## config.mk

```make
export PLATFORM = sky130hd
export DESIGN_NAME = byte_mem_arbiter
export DESIGN_NICKNAME = d
export VERILOG_FILES = /design/src/rtl/byte_mem_arbiter.sv
export SDC_FILE = /design/constraint.sdc
export NUM_CORES = 1
export LEC_CHECK = 0
export ABC_AREA = 1
export BUFFER_PORTS_ARGS = -buffer_cell sky130_fd_sc_hd__buf_2
export CORE_MARGIN = 4
export CORE_UTILIZATION = 40
export DETAILED_ROUTE_END_ITERATION = 8
export GPL_ROUTABILITY_DRIVEN = 0
export RECOVER_POWER = 25
export SYNTH_ARGS = -nofsm -noshare
export SYNTH_HDL_FRONTEND = slang
export SYNTH_SLANG_ARGS = --single-unit
```

## constraint.sdc

```tcl
create_clock -name i_clk -period 4.5 [get_ports i_clk]
set_input_delay 0.45 -clock i_clk [delete_from_list [all_inputs] [get_ports i_clk]]
set_output_delay 0.45 -clock i_clk [all_outputs]
set_load 0.02 [all_outputs]
```

## src/rtl/byte_mem_arbiter.sv

```systemverilog
// Two-requester arbiter that splits byte/half/word accesses into little-endian byte
// transactions on one shared memory. Define MEM_ARB_FIXED_PRIO_EN for fixed m0 priority.
module byte_mem_arbiter #(
   parameter int ADDR_WIDTH     = 12,
   parameter int TIMEOUT_CYCLES = 15
) (
   input  logic                  i_clk,
   input  logic                  i_reset,
   input  logic                  i_m0_valid,
   input  logic                  i_m0_write,
   input  logic [1:0]            i_m0_size,
   input  logic [ADDR_WIDTH-1:0] i_m0_address,
   input  logic [31:0]           i_m0_wdata,
   output logic                  o_m0_ready,
   output logic                  o_m0_done,
   output logic                  o_m0_err,
   output logic [31:0]           o_m0_rdata,
   input  logic                  i_m1_valid,
   input  logic                  i_m1_write,
   input  logic [1:0]            i_m1_size,
   input  logic [ADDR_WIDTH-1:0] i_m1_address,
   input  logic [31:0]           i_m1_wdata,
   output logic                  o_m1_ready,
   output logic                  o_m1_done,
   output logic                  o_m1_err,
   output logic [31:0]           o_m1_rdata,
   output logic                  o_mem_request,
   output logic                  o_mem_write,
   output logic [ADDR_WIDTH-1:0] o_mem_address,
   output logic [7:0]            o_mem_data,
   input  logic [7:0]            i_mem_data,
   input  logic                  i_mem_data_DV
);
   localparam int CW = $clog2(TIMEOUT_CYCLES + 1);

   typedef enum logic [1:0] {IDLE, ISSUE, WAIT, DONE} state_t;

   state_t                state_q, state_d;
   logic                  owner_q, owner_d;
   logic                  write_q, write_d;
   logic [1:0]            size_q, size_d;
   logic [ADDR_WIDTH-1:0] base_q, base_d;
   logic [31:0]           wdata_q, wdata_d;
   logic [1:0]            idx_q, idx_d;
   logic [31:0]           acc_q, acc_d;
   logic [CW-1:0]         cnt_q, cnt_d;
   logic                  mem_request_q, mem_request_d;
   logic                  mem_write_q, mem_write_d;
   logic [ADDR_WIDTH-1:0] mem_address_q, mem_address_d;
   logic [7:0]            mem_data_q, mem_data_d;
   logic                  m0_done_q, m0_done_d, m0_err_q, m0_err_d;
   logic                  m1_done_q, m1_done_d, m1_err_q, m1_err_d;
   logic [31:0]           m0_rdata_q, m0_rdata_d, m1_rdata_q, m1_rdata_d;

   logic                  grant_any, grant_sel;
   logic                  sel_write;
   logic [1:0]            sel_size;
   logic [ADDR_WIDTH-1:0] sel_address;
   logic [31:0]           sel_wdata;
   logic [1:0]            last_idx;
   logic [CW-1:0]         cnt_inc;
   logic                  fin, fin_err;

   assign grant_any = i_m0_valid | i_m1_valid;

`ifdef MEM_ARB_FIXED_PRIO_EN
   assign grant_sel = ~i_m0_valid;
`else
   logic last_grant_q, last_grant_d;

   // A tie goes to whoever was not granted last; a lone requester simply wins.
   assign grant_sel = (i_m0_valid & i_m1_valid) ? ~last_grant_q : ~i_m0_valid;

   always_comb begin
      last_grant_d = last_grant_q;
      if (state_q == IDLE && grant_any) last_grant_d = grant_sel;
   end

   always_ff @(posedge i_clk) begin
      if (i_reset) last_grant_q <= 1'b1;
      else         last_grant_q <= last_grant_d;
   end
`endif

   assign sel_write   = grant_sel ? i_m1_write   : i_m0_write;
   assign sel_size    = grant_sel ? i_m1_size    : i_m0_size;
   assign sel_address = grant_sel ? i_m1_address : i_m0_address;
   assign sel_wdata   = grant_sel ? i_m1_wdata   : i_m0_wdata;

   assign o_m0_ready = (state_q == IDLE) & ~i_reset & grant_any & ~grant_sel;
   assign o_m1_ready = (state_q == IDLE) & ~i_reset & grant_any &  grant_sel;

   // Index of the final byte: 0, 1 or 3 for byte, half, word.
   assign last_idx = {size_q[1], size_q[1] | size_q[0]};
   assign cnt_inc  = cnt_q + CW'(1);

   always_comb begin
      state_d       = state_q;
      owner_d       = owner_q;
      write_d       = write_q;
      size_d        = size_q;
      base_d        = base_q;
      wdata_d       = wdata_q;
      idx_d         = idx_q;
      acc_d         = acc_q;
      cnt_d         = cnt_q;
      mem_request_d = 1'b0;
      mem_write_d   = mem_write_q;
      mem_address_d = mem_address_q;
      mem_data_d    = mem_data_q;
      m0_done_d     = 1'b0;
      m0_err_d      = 1'b0;
      m0_rdata_d    = m0_rdata_q;
      m1_done_d     = 1'b0;
      m1_err_d      = 1'b0;
      m1_rdata_d    = m1_rdata_q;
      fin           = 1'b0;
      fin_err       = 1'b0;

      case (state_q)
         IDLE: begin
            if (grant_any) begin
               owner_d = grant_sel;
               write_d = sel_write;
               size_d  = sel_size;
               base_d  = sel_address;
               wdata_d = sel_wdata;
               idx_d   = 2'd0;
               acc_d   = '0;
               if (sel_size == 2'd3) begin
                  state_d = DONE;
                  fin     = 1'b1;
                  fin_err = 1'b1;
               end else begin
                  state_d = ISSUE;
               end
            end
         end
         ISSUE: begin
            cnt_d   = '0;
            state_d = WAIT;
         end
         WAIT: begin
            if (i_mem_data_DV) begin
               if (!write_q) acc_d[{idx_q, 3'b000} +: 8] = i_mem_data;
               if (idx_q == last_idx) begin
                  state_d = DONE;
                  fin     = 1'b1;
               end else begin
                  idx_d   = idx_q + 2'd1;
                  state_d = ISSUE;
               end
            end else begin
               cnt_d = cnt_inc;
               if (cnt_inc == CW'(TIMEOUT_CYCLES)) begin
                  state_d = DONE;
                  fin     = 1'b1;
                  fin_err = 1'b1;
               end
            end
         end
         DONE: state_d = IDLE;
         default: state_d = IDLE;
      endcase

      // Memory-side outputs are set up on entry to ISSUE and held through WAIT.
      if (state_d == ISSUE) begin
         mem_request_d = 1'b1;
         mem_write_d   = write_d;
         mem_address_d = base_d + ADDR_WIDTH'(idx_d);
         mem_data_d    = wdata_d[{idx_d, 3'b000} +: 8];
      end else if (state_d != WAIT) begin
         mem_write_d = 1'b0;
      end

      if (fin) begin
         if (owner_d) begin
            m1_done_d  = 1'b1;
            m1_err_d   = fin_err;
            m1_rdata_d = fin_err ? 32'd0 : acc_d;
         end else begin
            m0_done_d  = 1'b1;
            m0_err_d   = fin_err;
            m0_rdata_d = fin_err ? 32'd0 : acc_d;
         end
      end
   end

   always_ff @(posedge i_clk) begin
      if (i_reset) begin
         state_q       <= IDLE;
         owner_q       <= 1'b0;
         write_q       <= 1'b0;
         size_q        <= 2'd0;
         base_q        <= '0;
         wdata_q       <= '0;
         idx_q         <= 2'd0;
         acc_q         <= '0;
         cnt_q         <= '0;
         mem_request_q <= 1'b0;
         mem_write_q   <= 1'b0;
         mem_address_q <= '0;
         mem_data_q    <= '0;
         m0_done_q     <= 1'b0;
         m0_err_q      <= 1'b0;
         m0_rdata_q    <= '0;
         m1_done_q     <= 1'b0;
         m1_err_q      <= 1'b0;
         m1_rdata_q    <= '0;
      end else begin
         state_q       <= state_d;
         owner_q       <= owner_d;
         write_q       <= write_d;
         size_q        <= size_d;
         base_q        <= base_d;
         wdata_q       <= wdata_d;
         idx_q         <= idx_d;
         acc_q         <= acc_d;
         cnt_q         <= cnt_d;
         mem_request_q <= mem_request_d;
         mem_write_q   <= mem_write_d;
         mem_address_q <= mem_address_d;
         mem_data_q    <= mem_data_d;
         m0_done_q     <= m0_done_d;
         m0_err_q      <= m0_err_d;
         m0_rdata_q    <= m0_rdata_d;
         m1_done_q     <= m1_done_d;
         m1_err_q      <= m1_err_d;
         m1_rdata_q    <= m1_rdata_d;
      end
   end

   assign o_mem_request = mem_request_q;
   assign o_mem_write   = mem_write_q;
   assign o_mem_address = mem_address_q;
   assign o_mem_data    = mem_data_q;
   assign o_m0_done     = m0_done_q;
   assign o_m0_err      = m0_err_q;
   assign o_m0_rdata    = m0_rdata_q;
   assign o_m1_done     = m1_done_q;
   assign o_m1_err      = m1_err_q;
   assign o_m1_rdata    = m1_rdata_q;

endmodule

```

==> run_results.csv <==
group,metric,value,unit
critical_path,cp-end-kind,"register",
timing,setup_violations,0,
clocking,cts_sinks,179,
detailed_routing,wl_met3,1360,µm
detailed_routing,drc,0,
critical_path,start_kind,"register",
timing,slew_headroom,-20.7,%
clocking,clk_pin_slew,70,ps
clocking,h-tree-depth,4,
clocking,cts_tree,"built",
synth,yosysSeqAreaShare,42.2,%
synth,yosysMostFrequentCell,"nand2_1",
global_routing,antenna_found_initial,0,
detailed_routing,drtPass1Iterations,5,
final_layout,fin_nets,1533,
global_routing,grt_start_max_net_pins,86,
synth,synth_common_cells,"nand2_1 (343), nor2_1 (182), dfxtp_1 (179), inv_1 (105), a21oi_1 (92)",
pwr,power_per_cell_area,458,nW/µm²
detailed_routing,vias,8364,
floorplanning,start_util,40.5,%
synth,synth_edf_count,0,
timing,skew,16.4,ps
timing,max_slew.worst_pin.slew,1810,ps
final_layout,insertedDiodeCount,0,
detailed_routing,route.layer.met1.wl,12200,µm
timing,tns,0,ps
detailed_routing,routed_wl,25000,µm
placed_design,pre_cts_slack,1390,ps
detailed_routing,ant_nets,0,
timing,grt_setup_unrepaired,"false",
final_layout,fill_cells,2238,
clocking,cts_setup_buffers,0,
final_layout,area_delta_synth_final,18.4,%
detailed_routing,first_iter_violations,633,
synth,syn_area_per_cell,6.72,µm²
status,run_status,"finished, violations left",
global_routing,grt_pass1_vias,7775,
timing,fin_crit,2950,ps
clocking,cts_made_buffers,17,
critical_path,worstSetupPathType,"reg -> reg",
clocking,clockRootBuffer,"clkbuf_16",
floorplanning,chipHeight,154,µm
placed_design,numPortBuffers,198,
placed_design,dpl.hpwl,17800,µm
timing,max_freq,339,MHz
critical_path,cp.arrival,3270,ps
synth,syn_inst,1262,
synth,synthArstFlopShare,0,%
final_layout,utilization,47.9,%
floorplanning,core,21000,µm²
final_layout,drive_gt1_share,14.6,%
global_routing,grt_pass1_wl,40200,µm
floorplanning,die_w,154,µm
synth,synth_cell_type_count,37,
synth,yosys_warnings,0,
pwr,power.total,0.00460,W
clocking,insertion_delay,440,ps
floorplanning,ios,199,
timing,setup_slack,1550,ps
timing,finalCritPeriodShare,65.5,%
status,violations,"capacitance limit, slew limit",
synth,synth_area_leaders,"dfxtp_1 (42%), nand2_1 (15%), nor2_1 (8.1%)",
detailed_routing,wire_per_inst,14.7,µm
synth,syn-num-nets,1379,
global_routing,grt_usage,20.6,%
global_routing,grt_overflow,0,
clocking,clockBufferDepth,2,
detailed_routing,viasPerCell,4.91,
pwr,p_leak,4.65,nW
pwr,peakVddDrop,0.311,mV
synth,yosys.area.top_type,"dfxtp_1",
timing,maxSlewViolCount,86,
run,cap_violations,1,
critical_path,cp.required,4820,ps
synth,synth_area,8480,µm²
clocking,ctsHoldBuffers,0,
timing,final_hold_viol_count,0,
final_layout,final_area,10000,µm²
clocking,cts-resized-gates,0,
floorplanning,dieArea,23600,µm²
synth,netlist.area_leader.share,42.2,%
detailed_routing,highest-signal-layer,"met4",
placed_design,post_dp_cell_area,9520,µm²
synth,synth_seq_cells,179,
critical_path,ff2ff_setup_slack,1550,ps
min_path,hold_class,"in -> reg",
detailed_routing,met2_wirelength,11000,µm
critical_path,crit_fanout,50,
synth,ys.flop_type,"dfxtp_1",
floorplanning,rows,53,
cells by family after synthesis:
| group | share of synthesized area, % |
|---|---|
| and+or+nand+nor | 29.8 |
| AOI/OAI and AO/OA | 15.9 |
| adders and majority gates | 1.56 |
| xor gates and xnor gates | 0.826 |
| DFF | 42.2 |
| buffers and inverters | 9.65 |
registers in the layout, indices dropped and copies added, names as in the netlist, 2 cells and up:
name and count:
acc_q 32, base_q 12, cnt_q 4, idx_q 2, o_m0_rdata 32, o_m1_rdata 32
o_mem_address 12, o_mem_data 8, size_q 2, state_q 2, wdata_q 32
routing by layer:
metal,global-route usage (%),vias to the layer above
met5,0,-
met4,5.21,0
met3,4.33,31
met2,31.6,223
met1,29.7,3772
li1,-,4338
report_power, final:
part	internal [W]	switching [W]
sequential	0.00178	0.0000938
clock	0.000800	0.000723
combinational	0.000351	0.000849
through the flow:
stage                     hold WS, ps  instances
after floorplan                   451       1262
after global placement            443       1672
after detailed placement          452       1672
after CTS                         284       1704
after global routing              306       1704
final                             311       1704
area by class of cell:
type	instances	area [µm²]	share of cell area [%]
Multi-Input combinational cell	897	4100	40.8
Sequential cell	179	3580	35.7
Timing Repair Buffer	207	977	9.73
Inverter	114	433	4.31
Clock buffer	17	425	4.24
Tap cell	275	344	3.43
Clock inverter	15	185	1.84
worst max-delay path, cell delays in order (launching register included):
cell	delay, ps
dfxtp_1	300
inv_1	110
nand2_2	160
nand2_4	430
nand2_1	130
o21ai_2	120
nor2_4	90
nor2_2	100
nand2_1	270
nor2_2	820
nand3_1	170
nand2_1	100
inv_1	40
placed cells by master (no fill, tap or decap), types with 2 or more instances in the layout:
master / instances
or2_2: 4
xor2_1: 4
nand4_1: 2
inv_6: 5
xnor2_1: 4
buf_4: 9
clkinv_1: 2
clkbuf_16: 17
inv_1: 105
inv_2: 6
nor2_1: 182
dfxtp_1: 179
o22ai_1: 11
clkinv_8: 4
a31oi_1: 19
ha_1: 9
o21ai_2: 2
clkbuf_1: 65
nor2_2: 7
o21ai_0: 73
nand2_4: 3
nand2_2: 3
o21ai_1: 57
nand2_1: 343
nand3b_1: 4
buf_2: 132
nor3_1: 5
inv_8: 3
nand3_1: 61
nor2_4: 5
a21oi_1: 91
worst paths after layout:
| check | from | end | depth (start not counted) |
|---|---|---|---|
| setup / recovery | last_grant_q$_SDFFE_PP1P_ | o_mem_address[8]$_SDFFE_PP0P_ | 12 |
| hold / removal | i_m1_write | write_q$_SDFF_PP0_ | 3 |
| hold reg to reg | o_m1_rdata[25]$_SDFFE_PP0N_ | o_m1_rdata[25]$_SDFFE_PP0N_ | 2 |
| setup reg to reg | last_grant_q$_SDFFE_PP1P_ | o_mem_address[8]$_SDFFE_PP0P_ | 12 |
No activity file was read; power rests on OpenSTA's default activity.
